## config.mk

```make
export PLATFORM = sky130hd
export DESIGN_NAME = logicunit_pipe_flat
export DESIGN_NICKNAME = d
export VERILOG_FILES = /design/src/rtl/logicunit_pipe_if.sv /design/src/rtl/logicunit_pipe.sv /design/src/flat_wrapper.sv
export SDC_FILE = /design/constraint.sdc
export NUM_CORES = 1
export LEC_CHECK = 0
export BUFFER_PORTS_ARGS = -buffer_cell sky130_fd_sc_hd__buf_4
export CAP_MARGIN = 10
export CORE_UTILIZATION = 32
export CTS_CLUSTER_SIZE = 30
export DETAILED_ROUTE_END_ITERATION = 6
export HOLD_SLACK_MARGIN = 0.08
export PLACE_DENSITY = 0.55
export REMOVE_ABC_BUFFERS = 1
export SLEW_MARGIN = 10
export SYNTH_ARGS = -nofsm -noshare
export SYNTH_HDL_FRONTEND = slang
export SYNTH_SLANG_ARGS = --single-unit
```

## constraint.sdc

```tcl
create_clock -name clock -period 6.6 [get_ports clock]
set_input_delay 0.66 -clock clock [delete_from_list [all_inputs] [get_ports clock]]
set_output_delay 0.66 -clock clock [all_outputs]
set_load 0.03 [all_outputs]
```

## src/rtl/logicunit_pipe_if.sv

```systemverilog
// -----------------------------------------------------------------------------
// logicunit_pipe_if
// Bundles the upstream operation handshake, the downstream result handshake
// and the accumulator observation port of logicunit_pipe.
//
// Signals
//   in_valid / in_ready    : operation handshake (upstream -> block)
//   x, y                   : operands, WIDTH bits each
//   control                : 0 AND, 1 OR, 2 NOR, 3 XOR
//   acc_en, acc_clr        : use accumulator as first operand / clear it
//   out_valid / out_ready  : result handshake (block -> downstream)
//   out, zero              : oldest undelivered result and its all-zero flag
//   acc                    : current accumulator value
//
// Modports
//   master : the side that issues operations and consumes results
//   slave  : the logic unit pipeline itself
// -----------------------------------------------------------------------------
interface logicunit_pipe_if #(
  parameter int WIDTH = 32
);
  logic             in_valid;
  logic             in_ready;
  logic [WIDTH-1:0] x;
  logic [WIDTH-1:0] y;
  logic [1:0]       control;
  logic             acc_en;
  logic             acc_clr;
  logic             out_valid;
  logic             out_ready;
  logic [WIDTH-1:0] out;
  logic             zero;
  logic [WIDTH-1:0] acc;

  modport master (
    output in_valid, x, y, control, acc_en, acc_clr, out_ready,
    input  in_ready, out_valid, out, zero, acc
  );

  modport slave (
    input  in_valid, x, y, control, acc_en, acc_clr, out_ready,
    output in_ready, out_valid, out, zero, acc
  );
endinterface

```

## src/rtl/logicunit_pipe.sv

```systemverilog
// -----------------------------------------------------------------------------
// logicunit_pipe
// Pipelined bitwise logic unit with an accumulator and valid/ready flow
// control on both sides.  Each accepted operation computes
// r = f(a, y) with a = acc_en ? (acc_clr ? 0 : acc) : x, then travels through
// DEPTH result stages before appearing on out.  The accumulator captures r on
// every accepted operation.
//
// Parameters
//   WIDTH : operand / result width (1..64)
//   DEPTH : number of result pipeline stages (1..4), which is also the
//           number of operations the block can hold
//
// Ports
//   clock : rising-edge clock
//   reset : asynchronous active-high reset
//   bus   : logicunit_pipe_if slave modport (handshakes, operands, results)
// -----------------------------------------------------------------------------
module logicunit_pipe #(
  parameter int WIDTH = 32,
  parameter int DEPTH = 2
) (
  input logic             clock,
  input logic             reset,
  logicunit_pipe_if.slave bus
);

  logic [WIDTH-1:0] acc_q;
  logic [WIDTH-1:0] operand_a;
  logic [WIDTH-1:0] result;
  logic             accept;

  logic [DEPTH-1:0] stage_valid;
  logic [DEPTH-1:0] stage_zero;
  logic [WIDTH-1:0] stage_data [DEPTH];

  // room[i] means stage i can take a new entry this cycle; room[DEPTH] is the
  // downstream consumer, so the last stage drains exactly on deliver.
  logic [DEPTH:0]   room;
  logic [DEPTH-1:0] adv;

  logic [DEPTH-1:0] load;
  logic [DEPTH-1:0] load_zero;
  logic [WIDTH-1:0] load_data [DEPTH];

  // Operand select and the bitwise function.  acc_clr forces the accumulator
  // operand to zero in the same cycle it is used.
  always_comb begin
    operand_a = bus.x;
    if (bus.acc_en) begin
      operand_a = bus.acc_clr ? '0 : acc_q;
    end
    result = '0;
    unique case (bus.control)
      2'd0: result = operand_a & bus.y;
      2'd1: result = operand_a | bus.y;
      2'd2: result = ~(operand_a | bus.y);
      2'd3: result = operand_a ^ bus.y;
      default: result = '0;
    endcase
  end

  // Advance chain, evaluated from the output back toward the input so each
  // stage sees whether its successor is empty or moving on this cycle.
  always_comb begin
    room        = '0;
    adv         = '0;
    room[DEPTH] = bus.out_ready;
    for (int i = DEPTH - 1; i >= 0; i--) begin
      adv[i]  = stage_valid[i] & room[i+1];
      room[i] = ~stage_valid[i] | adv[i];
    end
  end

  assign accept = bus.in_valid & room[0];

  // What each stage would capture this cycle: stage 0 takes the fresh result,
  // later stages take their predecessor when it advances.
  always_comb begin
    load      = '0;
    load_zero = '0;
    for (int i = 0; i < DEPTH; i++) begin
      load_data[i] = '0;
    end
    load[0]      = accept;
    load_data[0] = result;
    load_zero[0] = (result == '0);
    for (int i = 1; i < DEPTH; i++) begin
      load[i]      = adv[i-1];
      load_data[i] = stage_data[i-1];
      load_zero[i] = stage_zero[i-1];
    end
  end

  // Stage registers.  Data and zero flag only change when an entry moves in,
  // so the last stage keeps showing its final result once it drains.
  always_ff @(posedge clock or posedge reset) begin
    if (reset) begin
      stage_valid <= '0;
      stage_zero  <= '0;
      for (int i = 0; i < DEPTH; i++) begin
        stage_data[i] <= '0;
      end
    end else begin
      for (int i = 0; i < DEPTH; i++) begin
        if (load[i]) begin
          stage_valid[i] <= 1'b1;
          stage_data[i]  <= load_data[i];
          stage_zero[i]  <= load_zero[i];
        end else if (adv[i]) begin
          stage_valid[i] <= 1'b0;
        end
      end
    end
  end

  // Accumulator: an accept always wins (its result already honours acc_clr);
  // a clear on its own empties the accumulator.
  always_ff @(posedge clock or posedge reset) begin
    if (reset) begin
      acc_q <= '0;
    end else if (accept) begin
      acc_q <= result;
    end else if (bus.acc_clr) begin
      acc_q <= '0;
    end
  end

  assign bus.in_ready  = room[0];
  assign bus.out_valid = stage_valid[DEPTH-1];
  assign bus.out       = stage_data[DEPTH-1];
  assign bus.zero      = stage_zero[DEPTH-1];
  assign bus.acc       = acc_q;

endmodule

```

## src/flat_wrapper.sv

```systemverilog
// flat-port wrapper written by rule: the top's interface ports become plain ports
module logicunit_pipe_flat 
#(
  parameter int WIDTH = 32,
  parameter int DEPTH = 2
)
  (clock, reset, bus_in_valid, bus_x, bus_y, bus_control, bus_acc_en, bus_acc_clr, bus_out_ready, bus_in_ready, bus_out_valid, bus_out, bus_zero, bus_acc);
  logicunit_pipe_if #(.WIDTH(WIDTH)) bus_i ();
  input logic clock;
  input logic reset;
  input wire logic [$bits(bus_i.in_valid)-1:0] bus_in_valid;
  input wire logic [$bits(bus_i.x)-1:0] bus_x;
  input wire logic [$bits(bus_i.y)-1:0] bus_y;
  input wire logic [$bits(bus_i.control)-1:0] bus_control;
  input wire logic [$bits(bus_i.acc_en)-1:0] bus_acc_en;
  input wire logic [$bits(bus_i.acc_clr)-1:0] bus_acc_clr;
  input wire logic [$bits(bus_i.out_ready)-1:0] bus_out_ready;
  output wire logic [$bits(bus_i.in_ready)-1:0] bus_in_ready;
  output wire logic [$bits(bus_i.out_valid)-1:0] bus_out_valid;
  output wire logic [$bits(bus_i.out)-1:0] bus_out;
  output wire logic [$bits(bus_i.zero)-1:0] bus_zero;
  output wire logic [$bits(bus_i.acc)-1:0] bus_acc;
  assign bus_i.in_valid = bus_in_valid;
  assign bus_i.x = bus_x;
  assign bus_i.y = bus_y;
  assign bus_i.control = bus_control;
  assign bus_i.acc_en = bus_acc_en;
  assign bus_i.acc_clr = bus_acc_clr;
  assign bus_i.out_ready = bus_out_ready;
  assign bus_in_ready = bus_i.in_ready;
  assign bus_out_valid = bus_i.out_valid;
  assign bus_out = bus_i.out;
  assign bus_zero = bus_i.zero;
  assign bus_acc = bus_i.acc;
  logicunit_pipe #(.WIDTH(WIDTH), .DEPTH(DEPTH)) u_core (.clock(clock), .reset(reset), .bus(bus_i));
endmodule
```

==> reports/results.tsv <==
stage	metric	value	unit
status	status	complete, no violations	
drt	via count	4729	
logic_synthesis	yosys warns	0	
clock_network	Reg clk slew, reported paths	0.07	ns
global_route	all-layer global routing usage	15.3	%
floorplanning	Core Area	19600	um^2
final_layout	antenna cell count	0	
power_and_ir_drop	Comb pwr share	33.9	%
logic_synthesis	synthesized cell area	6440	um^2
floorplanning	Die Area	20700	um^2
power_and_ir_drop	pwr dens	250	nW/um^2
place	post-detail-place hpwl	10.3	mm
timing	Final Slew Violations	0	
timing	minimum clock period	2.62	ns
logic_synthesis	Seq/Total Area, Yosys	38.9	%
global_route	grt total ovfl	0	
global_route	largest net degree at the start of global routing	70	
drt	per-cell routed wire length	14.2	um
timing	Worst-Margin Slew	1.10	ns
timing	Hold Violations, Final	0	
drt	Total Wirelength	15.0	mm
final_layout	share of cells above drive strength 1	28.5	%
timing	slew margin rel.	26.9	%
worst_setup_path	critical path class	in -> reg	
logic_synthesis	Synth cell types	30	
floorplanning	Starting Density	32.9	%
worst_setup_path	r2r startpoint	u_core.stage_valid[0]	
hold_path	Hold Path Class	in -> async	
timing	Max Freq	0.382	GHz
timing	worst setup margin	3.98	ns
power_and_ir_drop	Clk pwr share	25.7	%
timing	Setup TNS Final	0	ns
clock_network	CTS buffer count	9	
power_and_ir_drop	worst-case vdd ir drop	0.123	mV
worst_setup_path	Worst EP required	6.89	ns
flow_run	max-cap viol count	0	
clock_network	CTS tree	yes	
floorplanning	die height	144	um
clock_network	Num Clock Sinks	100	
worst_setup_path	arrival time of the worst setup path	2.91	ns
timing	Hold WS	0.320	ns
power_and_ir_drop	Leak	4.03	nW
power_and_ir_drop	Design Power	0.00197	W
global_route	first-pass GRT wire length	23.8	mm
clock_network	H-tree levels	3	
global_route	number of global-route vias before repair	4572	
logic_synthesis	Yosys reg bits	100	
final_layout	Area Growth Syn to Fin	22.5	%
final_layout	commonest non-fill, non-tap cell in the layout	buf_4	
drt	1st-iter DRT viols	184	
floorplanning	Rows	51	
global_route	initial antenna violation count	0	
drt	Pre-antenna DRT Iters	5	
clock_network	Skew-Pair Late Insertion Delay	0.36	ns
floorplanning	Die Wd	144	um
place	RePlAce Congestion	0.698	
drt	vias per cell	4.47	
power_and_ir_drop	switching portion of total power	35.7	%
logic_synthesis	gate count after technology mapping	673	
place	pre-CTS setup slack	3.56	ns
place	Port Buffers	138	
floorplanning	I/O pin total	139	
power_and_ir_drop	Sw Pwr	0.000703	W
timing	Final setup viols	0	
timing	Worst Clk Skew	0.00860	ns
timing	final worst-path cycle share	39.7	%
worst_setup_path	Worst Setup Start Kind	input port	
final_layout	commonest non-fill, non-tap cells in the layout	buf_4, dfrtp_1, nand2_1	
final_layout	Final #Nets	923	
logic_synthesis	Avg Inst Size Synth	9.56	um^2
clock_network	cts repair resizes	0	
power_and_ir_drop	Sequential Power Share	40.4	%
drt	post-route ant nets	0	
clock_network	Clock Tree Buf Depth	2	
worst_setup_path	crit path from	bus_acc_en	
clock_network	clock root cell	clkbuf_16	
worst_setup_path	Crit. End Element	flop	
worst_setup_path	crit path max fanout	32	
clock_network	post-cts hold buffer count	0	
clock_network	Post-CTS Setup Inserts	0	
timing	RSZ-0062 raised after global routing	false	
power_and_ir_drop	P_int	0.00127	W
drt	drt drc	0	
-- state kept, by name (all words and copies together), names as in the netlist --
name and cells:
u_core.stage_zero 2, u_core.stage_valid 2, u_core.bus.acc 32, u_core.bus.out 32
u_core.load_data 32
-- logic make-up (layout without fill, tap and decap cells) --
logic type | Yosys count | count (layout) | synth area share (%)
compound gates | 91 | 91 | 7.52
simple gates | 163 | 163 | 11.6
buf+inv | 131 | 250 | 8.96
flops | 100 | 100 | 38.9
fa+ha+maj | 64 | 64 | 12.4
mux | 124 | 124 | 20.5
-- final timing paths --
kind                                        endpoint  slack, ns  cells after the start
max in group asynchronous         u_core.bus.acc[28]       5.04                      3
worst max-delay path            u_core.stage_zero[0]       3.98                      9
worst max register to register  u_core.stage_zero[0]       4.29                      7
worst min register to register  u_core.load_data[18]       0.47                      2
min in group clock              u_core.load_data[18]       0.47                      2
worst min-delay path              u_core.bus.acc[12]       0.32                      2
-- through the flow --
step                std cells  cell area (um^2)  utilization (%)
finish                   1057              7890             40.3
global route             1057              7890             40.3
CTS                      1057              7890             40.3
detailed placement       1041              7610             38.8
global placement         1041              7610             38.8
floorplan                 636              6210                -
-- cell type report --
class,count,area [um^2]
fill,1977,11700
multi-input combinational,442,3370
sequential,100,2500
timing repair buffer,140,1050
inverter,94,355
tap,265,332
clock buffer,9,225
clock inverter,7,52.6
-- routing by layer --
| layer | up-vias | wire, um | share of wire (%) | global-route usage (%) |
|---|---|---|---|---|
| met5 | - | 0 | 0 | 0 |
| met4 | 0 | 187 | 1.2 | 3.86 |
| met3 | 16 | 641 | 4.3 | 3.87 |
| met2 | 87 | 6960 | 46 | 25.2 |
| met1 | 2195 | 7200 | 48 | 19.9 |
| li1 | 2431 | - | - | - |
-- power groups by stage --
stage	clock network, W	registers, W	logic (W)
after floorplan	0	0.000954	0.000256
after global routing	0.000549	0.000811	0.000735
after CTS	0.000527	0.000799	0.000679
after detailed placement	0	0.000811	0.000677
final	0.000507	0.000796	0.000667
after global placement	0	0.000809	0.000670
-- worst max-delay path, stage by stage --
cell	delay (ns)
buf_4	0.42
mux2_2	0.41
ha_1	0.18
nor2b_1	0.12
nor3_1	0.17
a21oi_1	0.09
or3_1	0.42
nor3_1	0.22
a32o_1	0.20
-- cells in the mapped netlist --
| cell type | count | area share [%] |
|---|---|---|
| clkbuf_1 | 13 | 0.76 |
| nand2b_1 | 3 | 0.29 |
| buf_12 | 2 | 0.62 |
| a211o_1 | 1 | 0.14 |
| a21o_1 | 4 | 0.47 |
| nor2b_1 | 39 | 3.8 |
| o21ai_2 | 2 | 0.27 |
| ha_1 | 64 | 12 |
| o211ai_1 | 1 | 0.12 |
| o21ai_1 | 22 | 1.7 |
| buf_6 | 5 | 0.87 |
| buf_1 | 9 | 0.52 |
| a21oi_1 | 4 | 0.31 |
| nand4_1 | 6 | 0.58 |
| or3_1 | 1 | 0.097 |
| mux2i_1 | 59 | 9.2 |
| o21ai_0 | 56 | 4.4 |
| nand3b_1 | 1 | 0.12 |
| inv_1 | 94 | 5.5 |
| nor2_1 | 7 | 0.41 |
| a32o_1 | 1 | 0.16 |
| nor4_1 | 1 | 0.097 |
| buf_4 | 2 | 0.23 |
| buf_2 | 6 | 0.47 |
| nand2_1 | 99 | 5.8 |
| mux2_2 | 65 | 11 |
| dfrtp_1 | 100 | 39 |
| and2_1 | 1 | 0.097 |
| nand3_1 | 1 | 0.078 |
| nor3_1 | 4 | 0.31 |
No activity file was read; power rests on OpenSTA's default activity.
